[config.mk]
export PLATFORM = sky130hd
export DESIGN_NAME = sdam_tx_flat
export DESIGN_NICKNAME = d
export VERILOG_FILES = /design/src/rtl/sdam_pkg.sv /design/src/rtl/sdam_tx_if.sv /design/src/rtl/sdam_tx_buf.sv /design/src/rtl/sdam_tx.sv /design/src/flat_wrapper.sv
export SDC_FILE = /design/constraint.sdc
export NUM_CORES = 1
export LEC_CHECK = 0
export BUFFER_PORTS_ARGS = -buffer_cell sky130_fd_sc_hd__buf_4
export CORE_UTILIZATION = 54
export CTS_CLUSTER_SIZE = 12
export DETAILED_ROUTE_END_ITERATION = 8
export GPL_TIMING_DRIVEN = 0
export PLACE_DENSITY = 0.75
export SETUP_SLACK_MARGIN = 0.15
export SYNTH_ARGS = -nofsm -noshare
export SYNTH_HDL_FRONTEND = slang
export SYNTH_HIERARCHICAL = 1
export SYNTH_SLANG_ARGS = --single-unit
export TNS_END_PERCENT = 10
[constraint.sdc]
create_clock -name scl -period 5.5 [get_ports scl]
set_input_delay 0.55 -clock scl [delete_from_list [all_inputs] [get_ports scl]]
set_output_delay 0.55 -clock scl [all_outputs]
set_load 0.1 [all_outputs]
[src/rtl/sdam_pkg.sv]
// Shared definitions for the SDAM single-wire address/data link.
// Used by both the transmitter and the companion receiver.
package sdam_pkg;

  localparam int SDAM_ADDR_W    = 8;
  localparam int SDAM_DATA_W    = 16;
  localparam int SDAM_WORD_W    = SDAM_ADDR_W + SDAM_DATA_W;
  localparam int SDAM_FRAME_LEN = 27;

  localparam logic SDAM_START = 1'b0;
  localparam logic SDAM_IDLE  = 1'b1;

  typedef enum logic [2:0] {
    IDLE,
    START,
    PAD,
    ADDR,
    DATA,
    STOP,
    GAP
  } sdam_state_t;

  // The bit counter holds at 15 rather than wrapping back to 0.
  function automatic logic [3:0] sat_inc(input logic [3:0] v);
    return (v == 4'hF) ? v : v + 4'd1;
  endfunction

endpackage

[src/rtl/sdam_tx_if.sv]
// Word handshake and serial-line bundle for the SDAM transmitter.
interface sdam_tx_if;
  import sdam_pkg::*;

  logic                   in_valid;
  logic                   in_ready;
  logic [SDAM_ADDR_W-1:0] ain;
  logic [SDAM_DATA_W-1:0] din;
  logic                   sda;
  logic                   busy;
  logic                   done;

  modport master (output in_valid, ain, din, input in_ready, sda, busy, done);
  modport slave  (input in_valid, ain, din, output in_ready, sda, busy, done);

endinterface

[src/rtl/sdam_tx_buf.sv]
// One-entry holding register that sits in front of the SDAM shift register.
// It lets the next word be accepted while the current frame is still on the wire.
module sdam_tx_buf
  import sdam_pkg::*;
(
  input  logic                   scl,
  input  logic                   reset_n,
  input  logic                   in_valid,
  output logic                   in_ready,
  input  logic [SDAM_WORD_W-1:0] word_in,
  input  logic                   pop,
  output logic                   full,
  output logic [SDAM_WORD_W-1:0] word
);

  assign in_ready = ~full;

  // pop only happens while full, so it never races an accept
  always_ff @(posedge scl or negedge reset_n) begin
    if (!reset_n) begin
      full <= 1'b0;
      word <= '0;
    end else if (pop) begin
      full <= 1'b0;
    end else if (in_valid && !full) begin
      full <= 1'b1;
      word <= word_in;
    end
  end

endmodule

[src/rtl/sdam_tx.sv]
// SDAM serial transmitter: START, PAD, 8 address bits, 16 data bits and STOP,
// sent LSB first, followed by IDLE_GAP idle-high cycles.
module sdam_tx
  import sdam_pkg::*;
#(
  parameter int unsigned IDLE_GAP = 1
) (
  input  logic      scl,
  input  logic      reset_n,
  sdam_tx_if.slave  bus
);

  localparam logic [3:0] GAP_LAST = 4'((IDLE_GAP == 0) ? 0 : IDLE_GAP - 1);

  sdam_state_t            state;
  sdam_state_t            next_state;
  logic [3:0]             bit_cnt;
  logic [SDAM_WORD_W-1:0] shreg;
  logic                   sda_q;
  logic                   sda_d;
  logic                   shifting;
  logic                   buf_full;
  logic [SDAM_WORD_W-1:0] buf_word;
  logic                   pop;

  sdam_tx_buf u_buf (
    .scl      (scl),
    .reset_n  (reset_n),
    .in_valid (bus.in_valid),
    .in_ready (bus.in_ready),
    .word_in  ({bus.din, bus.ain}),
    .pop      (pop),
    .full     (buf_full),
    .word     (buf_word)
  );

  assign shifting = (state == ADDR) || (state == DATA);
  assign pop      = (next_state == START);

  always_comb begin
    next_state = state;
    case (state)
      IDLE:    if (buf_full) next_state = START;
      START:   next_state = PAD;
      PAD:     next_state = ADDR;
      ADDR:    if (bit_cnt == 4'd7) next_state = DATA;
      DATA:    if (bit_cnt == 4'd15) next_state = STOP;
      STOP: begin
        if (IDLE_GAP > 0)  next_state = GAP;
        else if (buf_full) next_state = START;
        else               next_state = IDLE;
      end
      GAP:     if (bit_cnt == GAP_LAST) next_state = buf_full ? START : IDLE;
      default: next_state = IDLE;
    endcase
  end

  // sda is registered, so it is chosen from the state being entered.  When
  // already shifting, bit 1 is the bit that lands in bit 0 on this same edge.
  always_comb begin
    sda_d = SDAM_IDLE;
    case (next_state)
      START:      sda_d = SDAM_START;
      ADDR, DATA: sda_d = shifting ? shreg[1] : shreg[0];
      default:    sda_d = SDAM_IDLE;
    endcase
  end

  always_ff @(posedge scl or negedge reset_n) begin
    if (!reset_n) begin
      state   <= IDLE;
      bit_cnt <= 4'd0;
      shreg   <= '0;
      sda_q   <= SDAM_IDLE;
    end else begin
      state <= next_state;
      sda_q <= sda_d;
      if ((next_state != state) &&
          ((next_state == ADDR) || (next_state == DATA) || (next_state == GAP)))
        bit_cnt <= 4'd0;
      else
        bit_cnt <= sat_inc(bit_cnt);
      if (pop)
        shreg <= buf_word;
      else if (shifting)
        shreg <= shreg >> 1;
    end
  end

  assign bus.sda  = sda_q;
  assign bus.busy = (state != IDLE);
  assign bus.done = (state == STOP);

endmodule

[src/flat_wrapper.sv]
// flat-port wrapper written by rule: the top's interface ports become plain ports
module sdam_tx_flat import sdam_pkg::*;
#(
  parameter int unsigned IDLE_GAP = 1
)
  (scl, reset_n, bus_in_valid, bus_ain, bus_din, bus_in_ready, bus_sda, bus_busy, bus_done);
  sdam_tx_if bus_i ();
  input  logic scl;
  input  logic reset_n;
  input wire logic [$bits(bus_i.in_valid)-1:0] bus_in_valid;
  input wire logic [$bits(bus_i.ain)-1:0] bus_ain;
  input wire logic [$bits(bus_i.din)-1:0] bus_din;
  output wire logic [$bits(bus_i.in_ready)-1:0] bus_in_ready;
  output wire logic [$bits(bus_i.sda)-1:0] bus_sda;
  output wire logic [$bits(bus_i.busy)-1:0] bus_busy;
  output wire logic [$bits(bus_i.done)-1:0] bus_done;
  assign bus_i.in_valid = bus_in_valid;
  assign bus_i.ain = bus_ain;
  assign bus_i.din = bus_din;
  assign bus_in_ready = bus_i.in_ready;
  assign bus_sda = bus_i.sda;
  assign bus_busy = bus_i.busy;
  assign bus_done = bus_i.done;
  sdam_tx #(.IDLE_GAP(IDLE_GAP)) u_core (.scl(scl), .reset_n(reset_n), .bus(bus_i));
endmodule
==> results.py <==
metrics = {
    "yosys": {
        "synth_cell_types": 40,
        "syn_area_sq_mm": 0.00255,
        "synthFlopType": "dfrtp_1",
        "ys_warn_count": 6,
        "synth_edf_count": 0,
        "syn_area_per_cell_sq_um": 13.0,
        "synth-seq-cells": 57,
        "netlist_instances": 197,
        "synthArstFlopShare": 1.00,
        "yosysSeqAreaShare": 0.560,
        "syn-num-nets": 226,
    },
    "setup_path": {
        "reg2reg_depth": 9,
        "cp.arrival_ns": 2.67,
        "crit_chain": "inv_1 -> ha_1 -> nand4bb_1 -> o21a_2 -> inv_4 -> buf_2 -> nor3b_4 -> buf_6 -> mux2_2",
        "cp-start-kind": "flop",
        "max_stage_delay_ns": 0.41,
        "slowest_stage": "dfrtp_1",
        "worst_ep_required_time_ns": 5.73,
        "criticalPathCategory": "flop to flop",
        "crit_fanout": 11,
        "critPathCaptureType": "flop",
    },
    "global_route": {
        "grt_pass1_vias": 1773,
        "grt_util_met1": 0.298,
        "use_met3": 0.0997,
        "grt_pass1_wl_mm": 8.38,
        "use_met2": 0.337,
        "grt_max_degree": 58,
        "grt-busiest-layer": "met2",
        "overflow": 0,
        "antenna_found_initial": 0,
        "grtUsageTotal": 0.226,
    },
    "clock_tree": {
        "htree_num_levels": 3,
        "cts_buffers": 9,
        "cts_hold_buf": 0,
        "cts_sinks": 57,
        "cts_tree": "built",
        "clk_latency_ns": 0.34,
        "cts_root_buffer": "clkbuf_8",
        "path_clk_slew_ns": 0.07,
        "post-cts-setup-buffers": 0,
        "clock_path_buffers": 2,
        "cts_resized": 0,
    },
    "power_and_ir_drop": {
        "power_mw": 1.70,
        "leakage_nw": 1.47,
        "irDropWorstVdd_mv": 0.263,
        "powerDensity_mw_per_mm2": 549,
    },
    "routing": {
        "drt_iter0_markers": 136,
        "drtAntennaViolNets": 0,
        "num_vias": 1714,
        "routedWlPerCell_microns": 16.4,
        "first_pass_iters": 6,
        "drc": 6,
        "wirelength_mm": 4.84,
        "vias_per_cell": 5.81,
    },
    "floorplanning": {
        "rows": 24,
        "core-area_sq_mm": 0.00444,
        "die_x_microns": 70.7,
        "die_h_microns": 70.7,
        "io_pins": 31,
        "dieArea_sq_mm": 0.00500,
        "start_util": 0.574,
    },
    "timing": {
        "slew_violations": 0,
        "hold_viol": 0,
        "whs_ns": 0.256,
        "period_share": 0.444,
        "final.setup.tns_ns": 0,
        "skew_ns": 0.00698,
        "grt_setup_unrepaired": "no",
        "setup_violations": 0,
        "fmax_mhz": 410,
        "worst_slew_pin_slew_ns": 0.681,
        "slew_headroom": 0.546,
        "period_needed_ns": 2.44,
    },
    "placed_design": {
        "io_buffer_count": 30,
        "numPlacedInstances": 279,
        "hpwl_mm": 3.34,
        "place_congestion": 0.746,
    },
    "cells_and_area": {
        "seq_area_sq_mm": 0.00143,
        "layout_common_cells": "dfrtp_1, buf_4, mux2_2",
        "syn2layout_area_growth_pct": 21.7,
        "antenna_cells": 0,
        "multiInputGateArea_sq_mm": 0.00101,
        "finalNonFillerCells": 295,
        "nFillCells": 308,
        "layout_commonest_cell": "dfrtp_1",
        "fin_nets": 267,
        "layout-drive-gt1-share": 0.354,
    },
    "worst_hold_path": {
        "hp-class": "input port to asynchronous set/reset pin",
    },
    "flow_run": {
        "drv_cap": 0,
    },
    "run_status": {
        "violations": "DRC",
        "status": "finished with violations",
    },
}
-- final timing paths --
kind	start	endpoint	slack, ns
max	u_core/bit_cnt[0]	u_core/u_buf/word[7]	3.06
min	reset_n	u_core/u_buf/full	0.26
max reg2reg	u_core/bit_cnt[0]	u_core/u_buf/word[7]	3.06
min reg2reg	u_core/u_buf/word[21]	u_core/u_buf/word[21]	0.49
max in group asynchronous	reset_n	u_core/u_buf/word[6]	4.80
min in group scl	bus_din[13]	u_core/u_buf/word[21]	0.43
-- synthesized netlist by cell type, types with 2 or more instances --
cell type | n | area [sq um]
a21oi_1 | 8 | 40.0
a221o_1 | 22 | 220
and2_1 | 21 | 131
buf_2 | 4 | 20.0
buf_6 | 5 | 56.3
dfrtp_1 | 56 | 1400
ha_1 | 2 | 25.0
inv_1 | 7 | 26.3
mux2_2 | 23 | 259
mux2i_1 | 2 | 20.0
nand2_1 | 3 | 11.3
nand2b_1 | 5 | 31.3
nand3_1 | 2 | 10.0
nand3b_1 | 3 | 22.5
nor2_1 | 5 | 18.8
o21ai_0 | 4 | 20.0
o31ai_1 | 2 | 15.0
-- power breakdown --
part	internal [mW]	leakage, nW	switching, mW
clock network	0.338	0.129	0.164
logic	0.252	0.625	0.265
registers	0.588	0.716	0.0955
-- cells by family after synthesis --
kind of cell               count (synthesis)  share of synthesized area
DFF                                       57                      0.560
and+or+nand+nor                           49                      0.128
AOI/OAI and AO/OA                         44                      0.142
muxes                                     26                      0.114
buffers and inverters                     18                     0.0441
adders and majority gates                  2                    0.00981
xor gates and xnor gates                   1                    0.00343
-- sequential cells by signal (all words and copies together), names as in the netlist --
| name | flops |
|---|---|
| u_core/u_buf/full | 1 |
| u_core/u_buf/word | 24 |
| u_core/bus.sda | 1 |
| u_core/bit_cnt | 4 |
| u_core/state | 3 |
| u_core/shreg | 24 |
-- worst max-delay path: cells and delay by family (launching register included) --
family / cells / cell delay (ns)
and+or+nand+nor: 2 / 0.56
muxes: 1 / 0.35
AOI/OAI and AO/OA: 1 / 0.23
buffers and inverters: 4 / 0.56
DFF: 1 / 0.41
adders and majority gates: 1 / 0.21
-- cell type report --
class | count | share of cell area
buffer | 10 | 0.0258
clock buffer | 12 | 0.0532
clock inverter | 4 | 0.0314
inverter | 8 | 0.0105
multi-input combinational | 122 | 0.326
sequential | 57 | 0.460
tap | 52 | 0.0210
timing repair buffer | 30 | 0.0726
-- layer usage --
layer,part of all wire,vias up
met3,0.071,8
li1,-,810
met2,0.47,52
met4,0.012,0
met1,0.44,844
met5,0,-
-- stage by stage --
stage / setup WS [ns] / util / instance area [sq um]
6_report: 3.06 / 0.698 / 3100
3_5_place_dp: 3.07 / 0.639 / 2840
3_3_place_gp: 3.14 / 0.639 / 2840
5_1_grt: 2.90 / 0.698 / 3100
2_1_floorplan: 3.41 / - / 2550
4_1_cts: 3.05 / 0.698 / 3100
(Power assumes the default switching activity.)
